===== src/rtl/mem_port_arbiter_if.sv =====
// Requester and RAM signal bundle for mem_port_arbiter.
// master = arbiter side, slave = requesters plus RAM.
interface mem_port_arbiter_if #(
    parameter int ADDR_W = 32,
    parameter int DATA_W = 32
);
    logic              i_req;
    logic [ADDR_W-1:0] i_addr;
    logic [DATA_W-1:0] i_rdata;
    logic              i_ack;

    logic              d_req;
    logic              d_we;
    logic [ADDR_W-1:0] d_addr;
    logic [DATA_W-1:0] d_wdata;
    logic [DATA_W-1:0] d_rdata;
    logic              d_ack;

    logic              ram_en;
    logic              ram_we;
    logic [ADDR_W-1:0] ram_addr;
    logic [DATA_W-1:0] ram_wdata;
    logic [DATA_W-1:0] ram_rdata;

    logic              stall_if;
    logic              stall_mem;

    modport master (
        input  i_req, i_addr, d_req, d_we, d_addr, d_wdata, ram_rdata,
        output i_rdata, i_ack, d_rdata, d_ack,
        output ram_en, ram_we, ram_addr, ram_wdata, stall_if, stall_mem
    );

    modport slave (
        output i_req, i_addr, d_req, d_we, d_addr, d_wdata, ram_rdata,
        input  i_rdata, i_ack, d_rdata, d_ack,
        input  ram_en, ram_we, ram_addr, ram_wdata, stall_if, stall_mem
    );
endinterface


===== src/rtl/mem_port_arbiter.sv =====
// Shares one fixed-latency single-port RAM between fetch (I) and load/store (D).
// Define ARB_ROUND_ROBIN_EN for alternating grant on contention; default is D over I.
module mem_port_arbiter #(
    parameter int ADDR_W  = 32,
    parameter int DATA_W  = 32,
    parameter int LATENCY = 2
) (
    input  logic               clk,
    input  logic               rst,
    mem_port_arbiter_if.master bus,
    output logic               busy
);
    localparam int CNT_W = (LATENCY > 1) ? $clog2(LATENCY) : 1;

    generate
        if (LATENCY < 1) begin : g_bad_latency
            $error("mem_port_arbiter: LATENCY must be at least 1");
        end
    endgenerate

    typedef enum logic [1:0] {S_IDLE, S_ISSUE, S_WAIT, S_RESP} state_t;
    typedef enum logic {OWN_I, OWN_D} owner_t;

    state_t            state;
    owner_t            owner;
    owner_t            last_grant;
    logic              cmd_we;
    logic [ADDR_W-1:0] cmd_addr;
    logic [DATA_W-1:0] cmd_wdata;
    logic [CNT_W-1:0]  cnt;
    logic              ram_en_q;
    logic              ram_we_q;
    logic              i_ack_q;
    logic              d_ack_q;
    logic [DATA_W-1:0] i_rdata_q;
    logic [DATA_W-1:0] d_rdata_q;
    logic              grant_d;

    // NOTE: every variable assigned in always_comb gets a default first so no latch can be inferred.
    always_comb begin
        grant_d = 1'b0;
`ifdef ARB_ROUND_ROBIN_EN
        grant_d = bus.d_req && (!bus.i_req || last_grant == OWN_I);
`else
        grant_d = bus.d_req;
`endif
    end

`ifndef ARB_ROUND_ROBIN_EN
    // Fixed priority keeps last_grant for observability only.
    logic unused_last_grant;
    assign unused_last_grant = last_grant;
`endif

    // NOTE: all state is updated with non-blocking assignments so every register samples pre-edge values.
    always_ff @(posedge clk) begin
        if (rst) begin
            state      <= S_IDLE;
            owner      <= OWN_I;
            last_grant <= OWN_I;
            cmd_we     <= 1'b0;
            cmd_addr   <= '0;
            cmd_wdata  <= '0;
            cnt        <= '0;
            ram_en_q   <= 1'b0;
            ram_we_q   <= 1'b0;
            i_ack_q    <= 1'b0;
            d_ack_q    <= 1'b0;
            i_rdata_q  <= '0;
            d_rdata_q  <= '0;
        end else begin
            ram_en_q <= 1'b0;
            ram_we_q <= 1'b0;
            i_ack_q  <= 1'b0;
            d_ack_q  <= 1'b0;
            unique case (state)
                S_IDLE: begin
                    if (bus.i_req || bus.d_req) begin
                        if (grant_d) begin
                            owner     <= OWN_D;
                            cmd_we    <= bus.d_we;
                            cmd_addr  <= bus.d_addr;
                            cmd_wdata <= bus.d_wdata;
                        end else begin
                            owner     <= OWN_I;
                            cmd_we    <= 1'b0;
                            cmd_addr  <= bus.i_addr;
                            cmd_wdata <= '0;
                        end
                        ram_en_q <= 1'b1;
                        ram_we_q <= grant_d & bus.d_we;
                        state    <= S_ISSUE;
                    end
                end
                S_ISSUE: begin
                    cnt   <= CNT_W'(LATENCY - 1);
                    state <= S_WAIT;
                end
                S_WAIT: begin
                    if (cnt == '0) begin
                        // Read data lands exactly LATENCY cycles after the ISSUE strobe.
                        if (owner == OWN_I) begin
                            i_rdata_q <= bus.ram_rdata;
                            i_ack_q   <= 1'b1;
                        end else begin
                            if (!cmd_we) d_rdata_q <= bus.ram_rdata;
                            d_ack_q <= 1'b1;
                        end
                        state <= S_RESP;
                    end else begin
                        cnt <= cnt - 1'b1;
                    end
                end
                S_RESP: begin
                    last_grant <= owner;
                    state      <= S_IDLE;
                end
                default: state <= S_IDLE;
            endcase
        end
    end

    assign bus.ram_en    = ram_en_q;
    assign bus.ram_we    = ram_we_q;
    assign bus.ram_addr  = cmd_addr;
    assign bus.ram_wdata = cmd_wdata;
    assign bus.i_ack     = i_ack_q;
    assign bus.d_ack     = d_ack_q;
    assign bus.i_rdata   = i_rdata_q;
    assign bus.d_rdata   = d_rdata_q;
    assign bus.stall_if  = bus.i_req & ~i_ack_q;
    assign bus.stall_mem = bus.d_req & ~d_ack_q;
    assign busy          = (state != S_IDLE);
endmodule


===== src/flat_wrapper.sv =====
// flat-port wrapper written by rule: the top's interface ports become plain ports
module mem_port_arbiter_flat 
#(
    parameter int ADDR_W  = 32,
    parameter int DATA_W  = 32,
    parameter int LATENCY = 2
)
  (clk, rst, busy, bus_i_req, bus_i_addr, bus_d_req, bus_d_we, bus_d_addr, bus_d_wdata, bus_ram_rdata, bus_i_rdata, bus_i_ack, bus_d_rdata, bus_d_ack, bus_ram_en, bus_ram_we, bus_ram_addr, bus_ram_wdata, bus_stall_if, bus_stall_mem);
  mem_port_arbiter_if #(.ADDR_W(ADDR_W), .DATA_W(DATA_W)) bus_i ();
  input  logic clk;
  input  logic rst;
  output logic busy;
  input wire logic [$bits(bus_i.i_req)-1:0] bus_i_req;
  input wire logic [$bits(bus_i.i_addr)-1:0] bus_i_addr;
  input wire logic [$bits(bus_i.d_req)-1:0] bus_d_req;
  input wire logic [$bits(bus_i.d_we)-1:0] bus_d_we;
  input wire logic [$bits(bus_i.d_addr)-1:0] bus_d_addr;
  input wire logic [$bits(bus_i.d_wdata)-1:0] bus_d_wdata;
  input wire logic [$bits(bus_i.ram_rdata)-1:0] bus_ram_rdata;
  output wire logic [$bits(bus_i.i_rdata)-1:0] bus_i_rdata;
  output wire logic [$bits(bus_i.i_ack)-1:0] bus_i_ack;
  output wire logic [$bits(bus_i.d_rdata)-1:0] bus_d_rdata;
  output wire logic [$bits(bus_i.d_ack)-1:0] bus_d_ack;
  output wire logic [$bits(bus_i.ram_en)-1:0] bus_ram_en;
  output wire logic [$bits(bus_i.ram_we)-1:0] bus_ram_we;
  output wire logic [$bits(bus_i.ram_addr)-1:0] bus_ram_addr;
  output wire logic [$bits(bus_i.ram_wdata)-1:0] bus_ram_wdata;
  output wire logic [$bits(bus_i.stall_if)-1:0] bus_stall_if;
  output wire logic [$bits(bus_i.stall_mem)-1:0] bus_stall_mem;
  assign bus_i.i_req = bus_i_req;
  assign bus_i.i_addr = bus_i_addr;
  assign bus_i.d_req = bus_d_req;
  assign bus_i.d_we = bus_d_we;
  assign bus_i.d_addr = bus_d_addr;
  assign bus_i.d_wdata = bus_d_wdata;
  assign bus_i.ram_rdata = bus_ram_rdata;
  assign bus_i_rdata = bus_i.i_rdata;
  assign bus_i_ack = bus_i.i_ack;
  assign bus_d_rdata = bus_i.d_rdata;
  assign bus_d_ack = bus_i.d_ack;
  assign bus_ram_en = bus_i.ram_en;
  assign bus_ram_we = bus_i.ram_we;
  assign bus_ram_addr = bus_i.ram_addr;
  assign bus_ram_wdata = bus_i.ram_wdata;
  assign bus_stall_if = bus_i.stall_if;
  assign bus_stall_mem = bus_i.stall_mem;
  mem_port_arbiter #(.ADDR_W(ADDR_W), .DATA_W(DATA_W), .LATENCY(LATENCY)) u_core (.clk(clk), .rst(rst), .bus(bus_i), .busy(busy));
endmodule

===== config.mk =====
export PLATFORM = sky130hd
export DESIGN_NAME = mem_port_arbiter_flat
export DESIGN_NICKNAME = d
export VERILOG_FILES = /design/src/rtl/mem_port_arbiter_if.sv /design/src/rtl/mem_port_arbiter.sv /design/src/flat_wrapper.sv
export SDC_FILE = /design/constraint.sdc
export NUM_CORES = 1
export LEC_CHECK = 0
export BUFFER_PORTS_ARGS = -buffer_cell sky130_fd_sc_hd__buf_4
export CORE_MARGIN = 4
export CORE_UTILIZATION = 50
export DETAILED_ROUTE_END_ITERATION = 10
export GPL_ROUTABILITY_DRIVEN = 0
export GPL_TIMING_DRIVEN = 0
export PLACE_DENSITY = 0.95
export SYNTH_ARGS = -nofsm -noshare
export SYNTH_HDL_FRONTEND = slang
export SYNTH_SLANG_ARGS = --single-unit

===== constraint.sdc =====
create_clock -name clk -period 3.35 [get_ports clk]
set_input_delay 1.005 -clock clk [delete_from_list [all_inputs] [get_ports clk]]
set_output_delay 1.005 -clock clk [all_outputs]
set_load 0.01 [all_outputs]

==> results of run 1 <==
synthesized netlist by cell type (all sizes together):
| cell type | count | share of area |
|---|---|---|
| nor3 | 1 | 0.00091 |
| nor3b | 1 | 0.0023 |
| nor4bb | 2 | 0.0036 |
| ha | 4 | 0.0091 |
| mux2i | 33 | 0.060 |
| buf | 41 | 0.050 |
| nor2b | 2 | 0.0023 |
| nand4bb | 1 | 0.0020 |
| nor4b | 1 | 0.0016 |
| a22o | 1 | 0.0016 |
| nand2b | 2 | 0.0023 |
| o21ai | 1 | 0.0016 |
| a211oi | 35 | 0.077 |
| or3b | 1 | 0.0016 |
| a21oi | 98 | 0.11 |
| dfxtp | 137 | 0.50 |
| nor2 | 35 | 0.024 |
| clkbuf | 11 | 0.0075 |
| o21a | 1 | 0.0014 |
| nand2 | 164 | 0.11 |
| inv | 3 | 0.0020 |
| nand3 | 33 | 0.030 |
cell families (layout without fill, tap and decap cells):
kind of cell,Yosys count,after routing,synth area share
simple gates,243,243,0.1824
flops,137,137,0.4984
compound gates,136,136,0.1910
buf+inv,55,353,0.05912
mux,33,33,0.06003
fa+ha+maj,4,4,0.009095
per-layer routing:
layer / track usage / vias to the layer above / wire length (um)
met1: 0.3046 / 2546 / 6748
met2: 0.4652 / 247 / 8878
met3: 0.07807 / 60 / 1273
met4: 0.1242 / 0 / 715
met5: 0 / - / 0
li1: - / 2618 / -
final timing paths:
path                                              from                      to  slack [ns]
worst max-delay path                         bus_d_req           bus_stall_mem        0.41
worst min-delay path            u_core.bus.i_rdata[19]  u_core.bus.i_rdata[19]        0.45
worst max register to register         u_core.state[0]   u_core.bus.i_rdata[8]        1.65
worst min register to register  u_core.bus.i_rdata[19]  u_core.bus.i_rdata[19]        0.45
stage by stage:
stage | total power [mW] | std cells
after floorplan | 3.312 | 608
after global placement | 4.110 | 1014
after detailed placement | 4.189 | 1014
after CTS | 5.835 | 1046
after global routing | 6.125 | 1046
final | 5.808 | 1046
area by class of cell:
| type | instances | area share |
|---|---|---|
| flip-flops and latches | 137 | 0.3345 |
| inverters | 3 | 0.001373 |
| clock inverters | 13 | 0.01144 |
| plain buffers | 52 | 0.03830 |
| multi-input cells | 416 | 0.2969 |
| clock buffers | 19 | 0.05264 |
| repair buffers | 266 | 0.2435 |
| well taps | 140 | 0.02136 |
state kept, by name (all words and copies together) (netlist names), 2 cells and up:
register and flops:
u_core.bus.d_rdata 32, u_core.bus.i_rdata 32, u_core.bus.ram_addr 32, u_core.bus.ram_wdata 32
u_core.state 2
worst reg2reg max path: cells and delay by family (launching register included):
kind	cells	cell delay, ns
flops	1	0.30
compound gates	1	0.16
buf+inv	2	0.45
fa+ha+maj	1	0.24
simple gates	2	0.47
power by group through the flow:
stage | clock (mW) | combinational, mW | sequential (mW)
after floorplan | 0 | 1.07 | 2.24
after global routing | 1.75 | 2.24 | 2.14
final | 1.65 | 2.06 | 2.10
after CTS | 1.67 | 2.07 | 2.10
after detailed placement | 0 | 2.06 | 2.13
after global placement | 0 | 2.00 | 2.11
==> results.tsv, run 1 <==
metric	value	unit
Worst Setup Start Kind	input port	
Yosys Warn Count	0	
RSZ-0062 raised after global routing	no	
n_diodes	0	
GRT overflow	0	
fraction of layout cells with a size suffix above 1	0.4404	
worst-path maximum fanout	10	
count of final hold-check violations	0	
DP Worst Slack	0.4178	ns
post-route cell area	8200	um2
die width	112.9	um
CP required	2.34	ns
Lkg Pwr	3.565	nW
htree depth	4	
vias in the first global route	5453	
Net count, final	1030	
Max Cap Viol	0	
fmax	340.4	MHz
slew margin rel.	0.5068	
clock root buffer	clkbuf_8	
Clock Sink Count	137	
# IOs	268	
flops & latches, synth	137	
antenna violations before repair	0	
CTS tree	built	
count of final setup violators	0	
cts repair resizes	0	
final core occ	0.7598	
cell count after synthesis	608	
CP Data Arrival Time	1.93	ns
switch share	0.3482	
post-route ant nets	0	
DRT Wirelength	17620	um
clock network power share	0.284	
PD cells	708.3	nW/um2
Min Hold Slack	0.4518	ns
Die H	112.9	um
placed instance area	7675	um2
Port Buf Inserts	266	
worst min path class	reg2reg	
multi-input logic area	2435	um2
status	completed	
syn_area_per_cell	9.051	um2
Stages on worst setup path	5	
most used cell, CP	buf_4	
Post-Syn Area	5503	um2
clk_lat worst skew	0.52	ns
Layout fillers	773	
CP delay by family, top	buffers and inverters	
Area Growth Syn to Fin	49.02	%
worst-path cell chain	buf_4 > buf_4 > buf_2 > nor2b_1 > buf_4	
initial core utilization	0.5099	
post-synthesis sequential area ratio	0.4984	
Core ar.	10790	um2
Via Count	5471	
first-pass GRT wire length	27350	um
Worst Hold Depth	2	
largest net degree at the start of global routing	17	
CP Class	in2out	
Peak VDD IR	0.0004554	V
All-Layer GR Usage	0.2686	
largest stage delay on the critical path	0.25	ns
Initial DRC Count	379	
Switch Pwr	2.022	mW
commonest non-fill, non-tap cells in the layout	272 x buf_4, 164 x nand2_1, 137 x dfxtp_1	
Clk pin slew, worst setup/hold paths	0.06	ns
full die area	12750	um2
Post-CTS Hold Buffers	0	
total CTS buffers	17	
Pins Over Slew Limit	0	
Routed WL per cell	16.84	um
DRT Pass-1 Iters	5	
TNS Setup	0	ns
CP max stage cell	buf_2	
Seq. cell area	2743	um2
setup ws final	0.4119	ns
distinct cell type count after synthesis	27	
Post-CTS Setup Inserts	0	
Slew @ Worst Pin	0.7398	ns
crit end category	output port	
Logic pwr share	0.354	
detailed-route DRC error count	0	
Post-Syn Nets	745	
clk buf depth	2	
Final min period	2.938	ns
R2R depth	6	
Final Cycle Share	0.8771	
vias per cell	5.230	
Worst Path Buf+Inv	4	
Final HPWL DP	13150	um
clock skew	0.01371	ns
leading cell type in the layout, fill and taps excluded	buf_4	
sequential fraction of design power	0.361	
Pint	3.786	mW
row cnt	38	
(Power assumes the default switching activity.)
==> inputs of run 2 (changes only) <==
--- a/config.mk
+++ b/config.mk
@@ -5,13 +5,13 @@
 export SDC_FILE = /design/constraint.sdc
 export NUM_CORES = 1
 export LEC_CHECK = 0
-export BUFFER_PORTS_ARGS = -buffer_cell sky130_fd_sc_hd__buf_4
-export CORE_MARGIN = 4
-export CORE_UTILIZATION = 50
+export CORE_AREA = 4 4 103 105
 export DETAILED_ROUTE_END_ITERATION = 10
+export DIE_AREA = 0 0 107 109
+export DONT_BUFFER_PORTS = 1
 export GPL_ROUTABILITY_DRIVEN = 0
 export GPL_TIMING_DRIVEN = 0
-export PLACE_DENSITY = 0.95
+export PLACE_DENSITY = 0.81
 export SYNTH_ARGS = -nofsm -noshare
 export SYNTH_HDL_FRONTEND = slang
 export SYNTH_SLANG_ARGS = --single-unit
==> run 2 against run 1 <==
Sequential power is 9% higher. Highest routed layer unchanged. Register-to-register slack better by 0.08 ns. Non-clock buffer count is 266 lower. Critical endpoint unchanged. Core utilization is 10 points lower. Die area is 8.5% lower. Combinational power is 36% lower. First-iteration DRC count is 40% lower. Setup slack better by 0.034 ns. Critical path depth is 1 lower. Sequential cell count stayed put.
==> results.tsv, run 2 (synthesized netlist as in run 1, its figures left out) <==
metric	value	unit	change
n_diodes	0		unchanged
Lkg Pwr	2.277	nW	-36%
Slew @ Worst Pin	0.7236	ns	-0.01612 ns
Final HPWL DP	11120	um	-15%
slew margin rel.	0.5176		+0.01074
DRT Pass-1 Iters	4		-1
TNS Setup	0	ns	unchanged
Max Cap Viol	0		unchanged
Die H	109	um	-3.5%
Final min period	2.904	ns	-0.03377 ns
worst min path class	reg2reg		
first-pass GRT wire length	22610	um	-17%
count of final hold-check violations	0		unchanged
final core occ	0.6551		-0.1047
Area Growth Syn to Fin	14.76	%	
worst-path maximum fanout	10		unchanged
status	completed		
fraction of layout cells with a size suffix above 1	0.2050		-0.2354
leading cell type in the layout, fill and taps excluded	nand2_1		
detailed-route DRC error count	0		unchanged
Seq. cell area	2743	um2	unchanged
Worst Setup Start Kind	input port		
cts repair resizes	0		unchanged
Initial DRC Count	228		-40%
Core ar.	9639	um2	-11%
CP Class	in2out		
Routed WL per cell	18.95	um	+13%
count of final setup violators	0		unchanged
clk_lat worst skew	0.52	ns	about the same
Final Cycle Share	0.8670		-0.01008
crit end category	output port		
RSZ-0062 raised after global routing	no		
DRT Wirelength	14630	um	-17%
Layout fillers	795		+2.8%
Port Buf Inserts	0		-100%
multi-input logic area	2435	um2	unchanged
placed instance area	5669	um2	-26%
htree depth	4		unchanged
clock skew	0.006864	ns	-0.006843 ns
CP required	2.34	ns	about the same
post-route ant nets	0		unchanged
clk buf depth	2		unchanged
PD cells	894.1	nW/um2	+26%
post-route cell area	6315	um2	-23%
Clk pin slew, worst setup/hold paths	0.06	ns	about the same
All-Layer GR Usage	0.2501		-0.01847
GRT overflow	0		unchanged
vias in the first global route	4457		-18%
Post-CTS Setup Inserts	0		unchanged
Via Count	4382		-20%
fmax	344.3	MHz	+1.2%
initial core utilization	0.5709		+0.06102
Post-CTS Hold Buffers	0		unchanged
clock root buffer	clkbuf_8		
# IOs	268		unchanged
largest net degree at the start of global routing	17		unchanged
CTS tree	built		
antenna violations before repair	0		unchanged
commonest non-fill, non-tap cells in the layout	164 x nand2_1, 137 x dfxtp_1, 68 x a21oi_1		
Clock Sink Count	137		unchanged
full die area	11660	um2	-8.5%
total CTS buffers	17		unchanged
vias per cell	5.676		+8.5%
Net count, final	764		-26%
CP Data Arrival Time	1.90	ns	-0.03 ns
die width	107	um	-5.2%
Peak VDD IR	0.0004848	V	+6.4%
row cnt	36		-5.3%
Pins Over Slew Limit	0		unchanged
-- run 2: per-layer routing --
layer,up-vias,GRT usage,routed length (um)
met2,198,0.4326,7402
li1,2084,-,-
met1,2068,0.2790,5579
met4,0,0.1078,394
met3,32,0.08940,1256
met5,-,0,0
-- run 2: worst max-delay path, stage by stage --
cell and delay (ns):
buf_4 0.15, buf_4 0.24, buf_2 0.24, nor2b_1 0.26
-- run 2: through the flow --
stage               power, mW  hold WS [ns]  worst slack (ns)  cells
finish                  5.646        0.4851            0.4456    772
global route            5.928        0.5157            0.3831    772
CTS                     5.672        0.4932            0.4384    772
detailed placement      3.641        0.4850            0.4405    741
global placement        3.565        0.4633            0.4453    741
floorplan               3.312        0.4448            0.6216    608
-- run 2: power breakdown --
part / total (mW) / switching [mW] / internal, mW
registers: 2.29 / 0.362 / 1.93
logic: 1.31 / 0.807 / 0.503
clock network: 2.04 / 0.688 / 1.36
-- run 2: worst paths after layout --
path              slack, ns  cells after the start                       end             from
hold reg to reg        0.49                      2             u_core.cmd_we    u_core.cmd_we
setup / recovery       0.45                      4             bus_stall_mem        bus_d_req
hold / removal         0.49                      2             u_core.cmd_we    u_core.cmd_we
setup reg to reg       1.73                      6  u_core.bus.ram_wdata[11]  u_core.state[0]
-- run 2: cell type report --
| cell class | instances | share of cell area |
|---|---|---|
| Buffer | 52 | 0.04973 |
| Clock buffer | 19 | 0.06677 |
| Clock inverter | 12 | 0.03547 |
| Inverter | 3 | 0.001783 |
| Multi-Input combinational cell | 416 | 0.3856 |
| Sequential cell | 137 | 0.4343 |
| Tap cell | 133 | 0.02635 |
==> inputs of run 3 (changes only) <==
--- a/config.mk
+++ b/config.mk
@@ -5,6 +5,7 @@
 export SDC_FILE = /design/constraint.sdc
 export NUM_CORES = 1
 export LEC_CHECK = 0
+export ABC_CLOCK_PERIOD_IN_PS = 3350
 export CORE_AREA = 4 4 103 105
 export DETAILED_ROUTE_END_ITERATION = 10
 export DIE_AREA = 0 0 107 109
@@ -12,6 +13,7 @@
 export GPL_ROUTABILITY_DRIVEN = 0
 export GPL_TIMING_DRIVEN = 0
 export PLACE_DENSITY = 0.81
+export REMOVE_ABC_BUFFERS = 1
 export SYNTH_ARGS = -nofsm -noshare
 export SYNTH_HDL_FRONTEND = slang
 export SYNTH_SLANG_ARGS = --single-unit
==> run 3 against run 2 <==
First-iteration DRC count is 63% higher. Clock power is 13% lower. Sequential cell count stayed put. Power is 7.6% lower. Via count is 5.6% lower. Setup slack better by 0.024 ns. Critical path type is now reg2out. Highest routed layer unchanged.
==> results.tsv, run 3 (synthesized netlist as in run 1, its figures left out) <==
metric	value	unit	change
Core ar.	9639	um2	unchanged
cts repair resizes	0		unchanged
vias per cell	5.705		+0.50%
Peak VDD IR	0.0004102	V	-15%
commonest non-fill, non-tap cells in the layout	164 x nand2_1, 137 x dfxtp_1, 68 x a21oi_1		
fraction of layout cells with a size suffix above 1	0.1723		-0.03271
CP delay by family, top	adder cells		
Final min period	2.880	ns	-0.02430 ns
die width	107	um	unchanged
DP Worst Slack	0.5658	ns	+0.1253 ns
post-route cell area	6028	um2	-4.5%
GRT overflow	0		unchanged
RSZ-0062 raised after global routing	no		
sequential fraction of design power	0.442		+0.036
PD cells	865.1	nW/um2	-3.2%
initial core utilization	0.5709		unchanged
first element of the critical path	u_core.state[0]		
Lkg Pwr	2.082	nW	-8.6%
worst-path maximum fanout	39		+29
worst-path cell chain	inv_1 > ha_2 > inv_1		
Max Cap Viol	0		unchanged
Switch Pwr	1.795	mW	-3.3%
CTS tree	built		
Final HPWL DP	9840	um	-12%
vias in the first global route	4216		-5.4%
CP Data Arrival Time	1.88	ns	-0.02 ns
All-Layer GR Usage	0.2333		-0.01680
top sig layer	met4		
Reg2Reg Setup Slack	0.94	ns	-0.79 ns
DRT Wirelength	13960	um	-4.6%
row cnt	36		unchanged
slew margin rel.	0.2275		-0.2901
crit end category	output port		
Initial DRC Count	371		+63%
Net count, final	716		-6.3%
placed instance area	5451	um2	-3.8%
CP Class	reg2out		
Pint	3.420	mW	-9.8%
Non-Filler Instances	725		-6.1%
first-pass GRT wire length	21330	um	-5.6%
Post-CTS Hold Buffers	0		unchanged
RR Endpoint	u_core.bus.ram_addr[10]		
Worst Path Buf+Inv	2		-1
antenna violations before repair	0		unchanged
Placed Cells incl. Taps	693		-6.5%
reg-to-reg startpoint	u_core.state[0]		
Pins Over Slew Limit	0		unchanged
n_diodes	0		unchanged
Post-CTS Setup Inserts	0		unchanged
post-route ant nets	0		unchanged
clk buf depth	2		unchanged
clock skew	0.01593	ns	+0.009066 ns
CP max stage cell	ha_2		
count of final setup violators	0		unchanged
htree depth	4		unchanged
wire length on met1	5098	um	-8.6%
Worst Setup EP	busy		
Stages on worst setup path	3		-1
Clock Sink Count	137		unchanged
Min Hold Slack	0.5011	ns	+0.01599 ns
Port Buf Inserts	0		unchanged
Area Growth Syn to Fin	9.550	%	
clk_lat worst skew	0.51	ns	about the same
clock root buffer	clkbuf_8		
setup ws final	0.4699	ns	+0.02430 ns
Logic pwr share	0.220		-0.012
fmax	347.2	MHz	+0.84%
CP required	2.34	ns	about the same
Routed met2 length	6995	um	-5.5%
largest stage delay on the critical path	0.72	ns	+0.46 ns
Clk pin slew, worst setup/hold paths	0.06	ns	about the same
count of final hold-check violations	0		unchanged
detailed-route DRC error count	0		unchanged
worst min path class	reg2reg		
full die area	11660	um2	unchanged
DRT Pass-1 Iters	4		unchanged
most used cell, CP	inv_1		
status	completed		
Slew @ Worst Pin	1.159	ns	+0.4351 ns
clock network power share	0.338		-0.024
leading cell type in the layout, fill and taps excluded	nand2_1		
switch share	0.3442		+0.01546
Routed WL per cell	19.25	um	+1.6%
largest net degree at the start of global routing	139		+122
Final Cycle Share	0.8597		-0.007253
metal3 WL	1638	um	+30%
R2R depth	6		unchanged
Power Total	5.215	mW	-7.6%
Worst Setup Start Kind	register		
Die H	109	um	unchanged
# IOs	268		unchanged
Via Count	4136		-5.6%
total CTS buffers	17		unchanged
[run 3: worst register-to-register path, delay by kind of cell (launching register included)]
kind	cells	cell delay, ns
simple gates	1	0.11
compound gates	2	0.77
fa+ha+maj	1	0.72
flops	1	0.29
buf+inv	2	0.46
[run 3: power by group through the flow]
stage	Combinational (mW)	Clock, mW	Sequential [mW]
after floorplan	0.888	0	2.24
after detailed placement	1.13	0	2.34
after global placement	1.04	0	2.33
after global routing	1.29	1.89	2.34
final	1.15	1.77	2.30
after CTS	1.14	1.80	2.31
[run 3: final cells by class]
| type | count | area [um2] |
|---|---|---|
| Fill cell | 809 | 3611 |
| Clock buffer | 18 | 417.9 |
| Tap cell | 133 | 166.4 |
| Timing Repair Buffer | 4 | 73.82 |
| Inverter | 3 | 11.26 |
| Sequential cell | 137 | 2743 |
| Multi-Input combinational cell | 416 | 2467 |
| Clock inverter | 14 | 148.9 |
[run 3: stage by stage]
stage / util / setup TNS, ns
2_1_floorplan: - / -1.115
3_3_place_gp: 0.5556 / -69.75
3_5_place_dp: 0.5656 / 0
4_1_cts: 0.6244 / 0
5_1_grt: 0.6254 / 0
6_report: 0.6254 / 0
[run 3: layer usage]
| layer | vias up | track usage |
|---|---|---|
| met5 | - | 0 |
| met2 | 207 | 0.3939 |
| met1 | 1919 | 0.2504 |
| met4 | 0 | 0.09498 |
| met3 | 16 | 0.1155 |
| li1 | 1994 | - |
[run 3: how the worst min path moves through the flow]
stage,start,to,slack (ns),cells past startpoint
after detailed placement,u_core.bus.ram_wdata[0],u_core.bus.ram_wdata[0],0.49,2
after floorplan,u_core.cmd_we,u_core.cmd_we,0.44,2
final,u_core.bus.ram_wdata[27],u_core.bus.ram_wdata[27],0.50,2
after global placement,u_core.cmd_we,u_core.cmd_we,0.46,2
after global routing,rst,u_core.bus.d_rdata[25],0.52,1
after CTS,u_core.bus.i_rdata[11],u_core.bus.i_rdata[11],0.50,2
